<file path="src/rtl/arb16b4.sv">
// arb16b4: 4-way round-robin arbiter feeding a registered 16-bit output stage.
// Ports: clk, rst_n (sync, active-low), req_valid/req_data0..3/req_ready (sources),
//   out_valid/out_data/out_src/out_ready (sink), req_lock (only with ARB16B4_LOCK_EN).
// Build option: define ARB16B4_LOCK_EN for grant retention via req_lock.

module mux16b4 (
  input  logic [15:0] a,
  input  logic [15:0] b,
  input  logic [15:0] c,
  input  logic [15:0] d,
  input  logic [1:0]  s,
  output logic [15:0] y
);

  always_comb begin
    y = a;
    unique case (s)
      2'd0: y = a;
      2'd1: y = b;
      2'd2: y = c;
      2'd3: y = d;
      default: y = a;
    endcase
  end

endmodule

module arb16b4 #(
  parameter logic [1:0] RESET_PTR = 2'd3
) (
  input  logic        clk,
  input  logic        rst_n,
  input  logic [3:0]  req_valid,
  input  logic [15:0] req_data0,
  input  logic [15:0] req_data1,
  input  logic [15:0] req_data2,
  input  logic [15:0] req_data3,
  output logic [3:0]  req_ready,
  output logic        out_valid,
  output logic [15:0] out_data,
  output logic [1:0]  out_src,
  input  logic        out_ready
`ifdef ARB16B4_LOCK_EN
  ,
  input  logic [3:0]  req_lock
`endif
);

  typedef enum logic {
    EMPTY = 1'b0,
    FULL  = 1'b1
  } state_e;

  state_e      state_q, state_d;
  logic [1:0]  ptr_q, ptr_d;
  logic [15:0] data_q, data_d;
  logic [1:0]  src_q, src_d;

  logic [3:0]  elig;
  logic [1:0]  sel;
  logic        found;
  logic        free;
  logic        grant;
  logic [15:0] mux_y;

`ifdef ARB16B4_LOCK_EN
  logic        locked_q, locked_d;
  logic [1:0]  lock_idx_q, lock_idx_d;

  // While locked only the holder is eligible.
  always_comb begin
    elig = req_valid;
    if (locked_q) begin
      elig = req_valid & (4'b0001 << lock_idx_q);
    end
  end
`else
  always_comb begin
    elig = req_valid;
  end
`endif

  // Scan ptr+1, ptr+2, ptr+3, ptr; first eligible wins.
  always_comb begin
    found = 1'b0;
    sel   = ptr_q;
    for (int k = 1; k <= 4; k++) begin
      logic [1:0] idx;
      idx = ptr_q + 2'(k);
      if (!found && elig[idx]) begin
        found = 1'b1;
        sel   = idx;
      end
    end
  end

  assign free  = (state_q == EMPTY) || out_ready;
  assign grant = free && found && rst_n;

  always_comb begin
    req_ready = '0;
    if (grant) begin
      req_ready[sel] = 1'b1;
    end
  end

  mux16b4 u_mux (
    .a (req_data0),
    .b (req_data1),
    .c (req_data2),
    .d (req_data3),
    .s (sel),
    .y (mux_y)
  );

  always_comb begin
    state_d = state_q;
    ptr_d   = ptr_q;
    data_d  = data_q;
    src_d   = src_q;
    if (grant) begin
      state_d = FULL;
      ptr_d   = sel;
      data_d  = mux_y;
      src_d   = sel;
    end else if (state_q == FULL && out_ready) begin
      state_d = EMPTY;
    end
  end

`ifdef ARB16B4_LOCK_EN
  // A vanished holder releases the lock only when it could have been served.
  always_comb begin
    locked_d   = locked_q;
    lock_idx_d = lock_idx_q;
    if (grant) begin
      locked_d   = req_lock[sel];
      lock_idx_d = sel;
    end else if (locked_q && free && !req_valid[lock_idx_q]) begin
      locked_d = 1'b0;
    end
  end

  always_ff @(posedge clk) begin
    if (!rst_n) begin
      locked_q   <= 1'b0;
      lock_idx_q <= 2'd0;
    end else begin
      locked_q   <= locked_d;
      lock_idx_q <= lock_idx_d;
    end
  end
`endif

  always_ff @(posedge clk) begin
    if (!rst_n) begin
      state_q <= EMPTY;
      ptr_q   <= RESET_PTR;
      data_q  <= 16'h0000;
      src_q   <= 2'd0;
    end else begin
      state_q <= state_d;
      ptr_q   <= ptr_d;
      data_q  <= data_d;
      src_q   <= src_d;
    end
  end

  assign out_valid = (state_q == FULL);
  assign out_data  = data_q;
  assign out_src   = src_q;

endmodule
</file>
<file path="config.mk">
export PLATFORM = sky130hd
export DESIGN_NAME = arb16b4
export DESIGN_NICKNAME = d
export VERILOG_FILES = /design/src/rtl/arb16b4.sv
export SDC_FILE = /design/constraint.sdc
export NUM_CORES = 1
export LEC_CHECK = 0
export CORE_ASPECT_RATIO = 1.4
export CORE_MARGIN = 10
export CORE_UTILIZATION = 42
export CTS_BUF_LIST = sky130_fd_sc_hd__clkbuf_2 sky130_fd_sc_hd__clkbuf_4 sky130_fd_sc_hd__clkbuf_8
export CTS_CLUSTER_SIZE = 30
export DETAILED_ROUTE_END_ITERATION = 7
export PLACE_DENSITY = 0.87
export SETUP_SLACK_MARGIN = 0.1
export SLEW_MARGIN = 5
export SYNTH_ARGS = -nofsm -noshare
export SYNTH_HDL_FRONTEND = slang
export SYNTH_SLANG_ARGS = --single-unit
</file>
<file path="constraint.sdc">
create_clock -name clk -period 4.05 [get_ports clk]
set_input_delay 0.81 -clock clk [delete_from_list [all_inputs] [get_ports clk]]
set_output_delay 0.81 -clock clk [all_outputs]
set_load 0.01 [all_outputs]
</file>
==> metrics.yaml <==
place:
  placed_cell_area_sq_um: 2550
  place_ws_ns: 0.293
  numPortBuffers: 93
  gp_congestion: 0.805
  place_inst: 298
  dp_hpwl_um: 4290
final_layout:
  area_growth_pct: 60.6
  mostFrequentLayoutCells: "93 x clkdlybuf4s50_1, 21 x dfxtp_1, 20 x nand2_1"
  utilization: 0.705
  final_common_cell: "clkdlybuf4s50_1"
  layout-drive-gt1-share: 0.146
  stdcell_count: 302
  nNetsFinal: 332
  stdcell_area_sq_um: 2590
  antennaDiodeCount: 0
pwr:
  total_power_mw: 0.754
  leakagePower_nw: 1.03
  p_int_mw: 0.511
  p_sw_mw: 0.243
  ir_drop_mv: 0.180
  pwr-share-comb: 0.473
  swShare: 0.322
  clkPwrFrac: 0.184
  p_seq_frac: 0.343
  powerDensity_nw_per_um2: 291
sta:
  final.setup_skew_ns: 0.00128
  hold_violations: 0
  min_period_over_period: 0.929
  fmax_mhz: 266
  layout_setup_ws_ns: 0.287
  finalSetupTns_ns: 0
  rsz0062_at_grt: "false"
  slew_violations: 0
  worst_slew_margin_rel: 0.530
  post-route-min-period_ns: 3.76
  timing.hold.ws_ns: 0.469
  worstMarginPinSlew_ns: 0.704
  finalSetupViolations: 0
setup_path:
  cp.arrival_ns: 2.95
  path_class: "in2out"
  end_kind: "output port"
  crit_start: "req_valid[2]"
  rr_startpoint: "ptr_q[1]"
  critPathLaunchType: "primary input"
  worstPathMaxFanout: 8
  critical_path_required_ns: 3.24
global_route:
  grt_pass1_vias: 1693
  grt-ovfl-total: 0
  track_usage: 0.155
  grt_max_degree: 17
  grt_pass1_wl_um: 8660
  antenna_found_initial: 0
yosys:
  ys_types: 33
  synth_seq_cells: 21
  syn_nets: 241
  netlist_area_sq_um: 1610
  async_reset_ff_frac: 0
  postSynthCellCount: 170
  ys_seq_area_frac: 0.260
  synth_ff_type: "dfxtp_1"
  synth_edf_count: 0
  avgSynthCellArea_sq_um: 9.49
  yosysWarnings: 0
worst_hold_path:
  worst_hold_startpoint: "out_data[7]"
  hp-class: "reg2reg"
cts:
  root_buffer: "clkbuf_8"
  cts_resized: 0
  hold_buffers: 0
  clock_sinks: 21
  cts_buffers: 3
  clock_path_buffers: 2
  cts_tree: "done"
  post_cts_buffers: 0
  clkTransAtPathRegs_ns: 0.08
  insertion_delay_ns: 0.26
  h-tree-depth: 1
routing:
  drt-total-wl_um: 5360
  drtIter0Drc: 111
  drt_first_pass_iters: 5
  drc: 0
  postRouteAntennaNets: 0
  routed_via_density: 5.42
  wl_per_cell_um: 17.7
  via_count: 1637
floorplan:
  num_rows: 26
  die_w_um: 72.4
  initial_utilization: 0.439
  dieHeight_um: 93.4
  core_sq_um: 3680
  boundaryPins: 94
  dieArea_sq_um: 6760
outcome:
  status: "completed"
job:
  maxCapViolCount: 0
==> Yosys cell counts (all sizes together) (2+ instances only) <==
cell type,count,area share
buf,14,0.069
nand4,15,0.058
o21ai,2,0.0062
a21o,3,0.014
mux2i,19,0.12
clkbuf,2,0.0047
nand3b,2,0.0093
nand2,20,0.047
a21bo,15,0.093
inv,2,0.0046
o31ai,15,0.070
o211ai,15,0.098
nor2,4,0.0093
a21oi,4,0.026
nand3,2,0.0093
nand2b,5,0.019
nor2b,2,0.012
dfxtp,21,0.26
nor3,3,0.026
==> routing by layer <==
metal,GRT usage,share of wire,vias to the layer above
met5,0,0,-
met4,0.0270,0.0054,0
met3,0.0497,0.070,4
met2,0.279,0.53,54
met1,0.172,0.39,758
li1,-,-,821
==> path summary, 6_finish.rpt <==
check | to | slack [ns] | cells after the start
max | req_ready[3] | 0.29 | 6
min | out_data[7] | 0.47 | 2
max reg2reg | out_data[15] | 2.08 | 5
min reg2reg | out_data[7] | 0.47 | 2
==> registers in the layout, indices dropped and copies added (netlist names) <==
name and count:
out_valid 1, out_src 2, out_data 16, ptr_q 2
==> kinds of logic after synthesis <==
| group | Yosys count | share of synthesized area |
|---|---|---|
| AOI/OAI and AO/OA | 57 | 0.334 |
| buffers and inverters | 18 | 0.0783 |
| DFF | 21 | 0.260 |
| and+or+nand+nor | 55 | 0.209 |
| muxes | 19 | 0.118 |
==> power by group through the flow <==
stage,clock network [mW],logic (mW),registers (mW)
after floorplan,0,0.181,0.274
after global placement,0,0.356,0.263
after detailed placement,0,0.360,0.264
after CTS,0.140,0.361,0.259
after global routing,0.149,0.384,0.263
final,0.139,0.357,0.259
==> cell type report <==
cell class	instances	area [sq um]
fill	296	1080
sequential	21	420
tap	42	52.6
timing repair buffer	102	998
multi-input combinational	131	1070
clock buffer	3	41.3
clock inverter	1	5.00
inverter	2	7.51
==> worst max-delay path, stage by stage <==
cell,delay (ns)
clkdlybuf4s50_1,0.63
nor4_4,0.11
nor2b_1,0.57
nand3_2,0.17
nor2_1,0.12
clkdlybuf4s50_1,0.55
(Power assumes the default switching activity.)
==> RTL edit 1, RTL diff (same flow settings) <==
Take the reset off `data_q` and load it in a clocked block of its own.
--- a/src/rtl/arb16b4.sv
+++ b/src/rtl/arb16b4.sv
@@ -156,14 +156,16 @@
     if (!rst_n) begin
       state_q <= EMPTY;
       ptr_q   <= RESET_PTR;
-      data_q  <= 16'h0000;
       src_q   <= 2'd0;
     end else begin
       state_q <= state_d;
       ptr_q   <= ptr_d;
-      data_q  <= data_d;
       src_q   <= src_d;
     end
+  end
+
+  always_ff @(posedge clk) begin
+    data_q <= data_d;
   end
 
   assign out_valid = (state_q == FULL);
Formal check against the unedited RTL: differs if rst_n is asserted again (counterexample within 4 cycles, from zero or initial values and one cycle with rst_n low); with rst_n held inactive, the same outputs for 10 cycles.
==> RTL edit 1 against the original RTL <==
  * Wire length down 18%
  * Register-to-register slack better by 90 ps
  * Final area down 10%
  * Fmax up 1.8%
  * Worst setup slack better by 66 ps
  * Area after synthesis down 17%
  * Largest power group unchanged
  * Total power down 4.4%
  * Sequential cell count unchanged
==> RTL edit 1: results (changes against the original RTL) <==
* Largest net degree at the start of global routing at 18 (+1)
* Root Driver: clkbuf_8
* Number of synthesized flops with an enable pin at 16 (+16)
* Max VDD drop at 0.000208 V (+16%)
* Diodes inserted at 0 (unchanged)
* Initial drt markers at 48 (-57%)
* Crit path arrival time at 2890 ps (-60 ps)
* Share of layout cells above drive strength 1 at 0.0493 (-0.0969)
* Worst Hold Class: flip-flop to flip-flop
* Clk_lat worst skew at 250 ps
* Input/output buffers at 93 (unchanged)
* Global-route wire length before repair at 6600 um (-24%)
* Detail Placement HPWL at 3810 um (-11%)
* Max reg flops at 16 (unchanged)
* Ys async rst share at 0 (unchanged)
* Overall routing resource usage at 0.147 (-0.00738)
* Post-Syn Nets at 180 (-25%)
* Seq/Total Area, Yosys at 0.432 (+0.172)
* Routed WL per cell at 18.2 um (+2.5%)
* Dpl ws at 376 ps (+82.1 ps)
* Clk buf depth at 2 (unchanged)
* Top cells by area, synth: mux2i_1, edfxtp_1, dfxtp_1
* Vias in the first global route at 1328 (-22%)
* Initial antenna violation count at 0 (unchanged)
* CTS resizes at 0 (unchanged)
* Setup bufs post-CTS at 0 (unchanged)
* Total number of vias at 1210 (-26%)
* CTS Buf Count at 3 (unchanged)
* Least-Margin Pin Slew at 642 ps (-62.5 ps)
* Leakage at 0.973 nW (-6.0%)
* Worst-path maximum fanout at 7 (-1)
* Drt first pass iters at 4 (-1)
* Synthesis Warnings at 0 (unchanged)
* Setup Skew at 4.32 ps (+3.04 ps)
* Fin nets at 275 (-17%)
* Run status: completed
* Synth cell types at 23 (-30%)
* H-tree Lvls at 1 (unchanged)
* Most common flop cell mapped by yosys: edfxtp_1
* GPL Wtd Cong at 0.839 (+4.2%)
* Top post-synthesis cells by count: mux2i_1, edfxtp_1, dfxtp_1
* Clk pin slew, worst setup/hold paths at approximately 70 ps
* Fill cells at 225 (-24%)
[RTL edit 1: cell types whose count changed in the layout (fill, tap and decap cells not counted), sizes merged, moves of 16 or more]
cell and change:
dfxtp -16, nand2 -17, mux2i +31, edfxtp +16
[RTL edit 1: final timing paths]
path | endpoint | from | slack (ps) | cells after the start
setup / recovery | req_ready[0] | req_valid[3] | 350 | 6
setup reg to reg | out_data[4] | ptr_q[1] | 2170 | 5
hold / removal | out_valid | out_valid | 520 | 2
hold reg to reg | out_valid | out_valid | 520 | 2
[RTL edit 1: logic make-up after synthesis]
| group | after synthesis | synth area share |
|---|---|---|
| AO/OA/AOI/OAI | 9 | 0.0382 |
| buffers and inverters | 10 | 0.0755 |
| flip-flops | 21 | 0.432 |
| multiplexers | 50 | 0.373 |
| AND/OR/NAND/NOR | 19 | 0.0811 |
[RTL edit 1: per-layer routing]
layer | vias to the layer above | GRT usage | wire (um)
met1 | 572 | 0.127 | 1380
met4 | 0 | 0.0477 | 47
met2 | 42 | 0.296 | 2610
met5 | - | 0 | 0
met3 | 2 | 0.0477 | 362
li1 | 594 | - | -
[RTL edit 1: layout make-up]
cell class	count	area (um2)	share of cell area
timing repair buffer	97	961	0.412
inverter	3	11.3	0.00483
sequential	21	581	0.249
clock buffer	4	48.8	0.0209
tap	39	48.8	0.0209
multi-input combinational	78	681	0.292
[RTL edit 1: per-stage QoR]
step / instance area (um2) / power (mW) / cells
floorplan: 1340 / 0.460 / 109
global placement: 2280 / 0.581 / 238
detailed placement: 2280 / 0.590 / 238
CTS: 2330 / 0.729 / 242
global route: 2330 / 0.757 / 242
finish: 2330 / 0.721 / 242
[RTL edit 1: critical path, stage by stage]
cell and delay, ps:
clkdlybuf4s50_1 550, nor4_1 100, a21oi_1 410, nand2_1 200, nor3b_1 250, clkdlybuf4s50_1 570
[RTL edit 1: power by group]
part / internal [mW] / switching [mW] / total [mW]
clock: 0.0765 / 0.0631 / 0.140
combinational: 0.180 / 0.123 / 0.303
sequential: 0.268 / 0.0108 / 0.279
total: 0.525 / 0.196 / 0.721
==> RTL edit 2, RTL diff (same settings) <==
Without the edit above. The option `ARB16B4_LOCK_EN` is turned on by a define.
--- a/src/rtl/arb16b4.sv
+++ b/src/rtl/arb16b4.sv
@@ -2,6 +2,8 @@
 // Ports: clk, rst_n (sync, active-low), req_valid/req_data0..3/req_ready (sources),
 //   out_valid/out_data/out_src/out_ready (sink), req_lock (only with ARB16B4_LOCK_EN).
 // Build option: define ARB16B4_LOCK_EN for grant retention via req_lock.
+
+`define ARB16B4_LOCK_EN
 
 module mux16b4 (
   input  logic [15:0] a,
Ports: changed (added req_lock); port bits go from 94 to 98. No check against the original RTL was run, so the function may have changed too.
==> RTL edit 2 against the original RTL <==
  * Wire length grew 21%
  * Worst setup slack worse by 56 ps
  * Critical path depth rose by 2
  * Sequential cell count grew 1
  * Area after synthesis up 11%
  * Global-route usage increased by 1.9 points
  * Clock skew grew 4.8 ps
  * Final area grew 11%
  * Critical path type unchanged
  * Critical endpoint unchanged
Power is not compared: it rests on default switching activity, and its combinational part moved more than twofold at a synthesized area within 25%.
==> RTL edit 2: results (changes against the original RTL) <==
* Worst-path maximum fanout at 3 (-5)
* Seq/Total Area, Yosys at 0.246 (-0.0147)
* Global-route wire length before repair at 10000 um (+16%)
* Final cell count without fillers at 333 (+10%)
* Detail Placement HPWL at 5350 um (+25%)
* WL met2 at 3760 um (+32%)
* Ys async rst share at 0 (unchanged)
* Largest net degree at the start of global routing at 22 (+5)
* Most common flop cell mapped by yosys: dfxtp_1
* DRC at 0 (unchanged)
* Clk pin slew, worst setup/hold paths at 80 ps (about the same)
* Fin nets at 364 (+9.6%)
* Crit path arrival time at 3010 ps (+60 ps)
* GPL Wtd Cong at 0.860 (+6.8%)
* Diodes inserted at 0 (unchanged)
* Overall routing resource usage at 0.174 (+0.0194)
* Vias in the first global route at 1975 (+17%)
* Initial drt markers at 88 (-21%)
* Met3 WL post-DR at 224 um (-41%)
* Top Metal Used: met4
* Clk buf depth at 2 (unchanged)
* Cell count after synthesis at 195 (+15%)
* Final worst-path cycle share at 0.943 (+0.0138)
* Synthesis Warnings at 0 (unchanged)
* Max reg flops at 16 (unchanged)
* H-tree Lvls at 1 (unchanged)
* CTS Buf Count at 3 (unchanged)
* Max VDD drop at roughly 0.00037 V
* Synth cell types at 50 (+52%)
* Sw Ratio at 0.422
* Run status: completed
* Top cells by area, synth: dfxtp_1, mux2i_1, o221ai_2
* Vias/cell at 5.69 (+5.0%)
* Share of layout cells above drive strength 1 at 0.153 (+0.00662)
* Top post-synthesis cells by count: dfxtp_1, mux2i_1, nand2_1
* Root Driver: clkbuf_8
* Drt first pass iters at 4 (-1)
* Worst Hold Class: flip-flop to flip-flop
* Detailed-route wire length at 6480 um (+21%)
* Clk_lat worst skew at between 200 and 300 ps
* Dpl ws at 200 ps (-93.8 ps)
* WL met1 at 2380 um (+13%)
* Input/output buffers at 97 (+4.3%)
* Cell Area, Placed at 2780 um2 (+9.2%)
* Post-Syn Nets at 270 (+12%)
* Setup bufs post-CTS at 0 (unchanged)
* Initial antenna violation count at 0 (unchanged)
* Core Util, Final at 0.688 (-0.0177)
* Worst slew margin at 0.458 (-0.0716)
* Setup Skew at 6.11 ps (+4.83 ps)
* Leakage at ~1.1 nW
==> RTL edit 2: worst paths after layout <==
kind	from	to	slack, ps	cells after the start
hold / removal	out_data[15]	out_data[15]	520	2
setup / recovery	req_valid[3]	req_ready[3]	230	8
hold reg to reg	out_data[15]	out_data[15]	520	2
setup reg to reg	out_src[1]	out_data[13]	1670	6
==> RTL edit 2: cell type report <==
cell class	instances	area, um2
Clock buffer	3	41.3
Clock inverter	1	30.0
Fill cell	348	1300
Inverter	2	7.51
Multi-Input combinational cell	155	1260
Sequential cell	22	440
Tap cell	45	56.3
Timing Repair Buffer	105	1030
==> RTL edit 2: cells by family (layout without fill, tap and decap cells) <==
logic type	count (synthesis)	count (layout)	synth area share
simple gates	56	56	0.180
flops	22	22	0.246
mux	18	18	0.101
buf+inv	18	111	0.0614
compound gates	81	81	0.412
==> RTL edit 2: repair_timing <==
action,in CTS,in global routing
gates resized for setup,0,2
hold buffers,0,0
setup endpoints to repair,0,2
==> RTL edit 2: power groups by stage <==
stage	clock, mW	combinational [mW]	sequential (mW)
after global routing	0.220	1.27	0.401
after CTS	0.213	1.18	0.385
final	0.208	1.17	0.386
after global placement	0	1.15	0.387
after detailed placement	0	1.18	0.389
after floorplan	0	0.780	0.394
==> RTL edit 2: worst max-delay path: stages <==
cell and delay [ps]:
clkdlybuf4s50_1 560, nand2b_1 110, nand2b_1 200, and2_1 160
a211o_1 280, a21oi_2 210, and2_1 150, clkdlybuf4s50_1 540
==> RTL edit 2: layer usage <==
layer	track usage	vias up
met2	0.331	44
li1	-	936
met3	0.0266	6
met4	0.0674	0
met5	0	-
met1	0.176	909
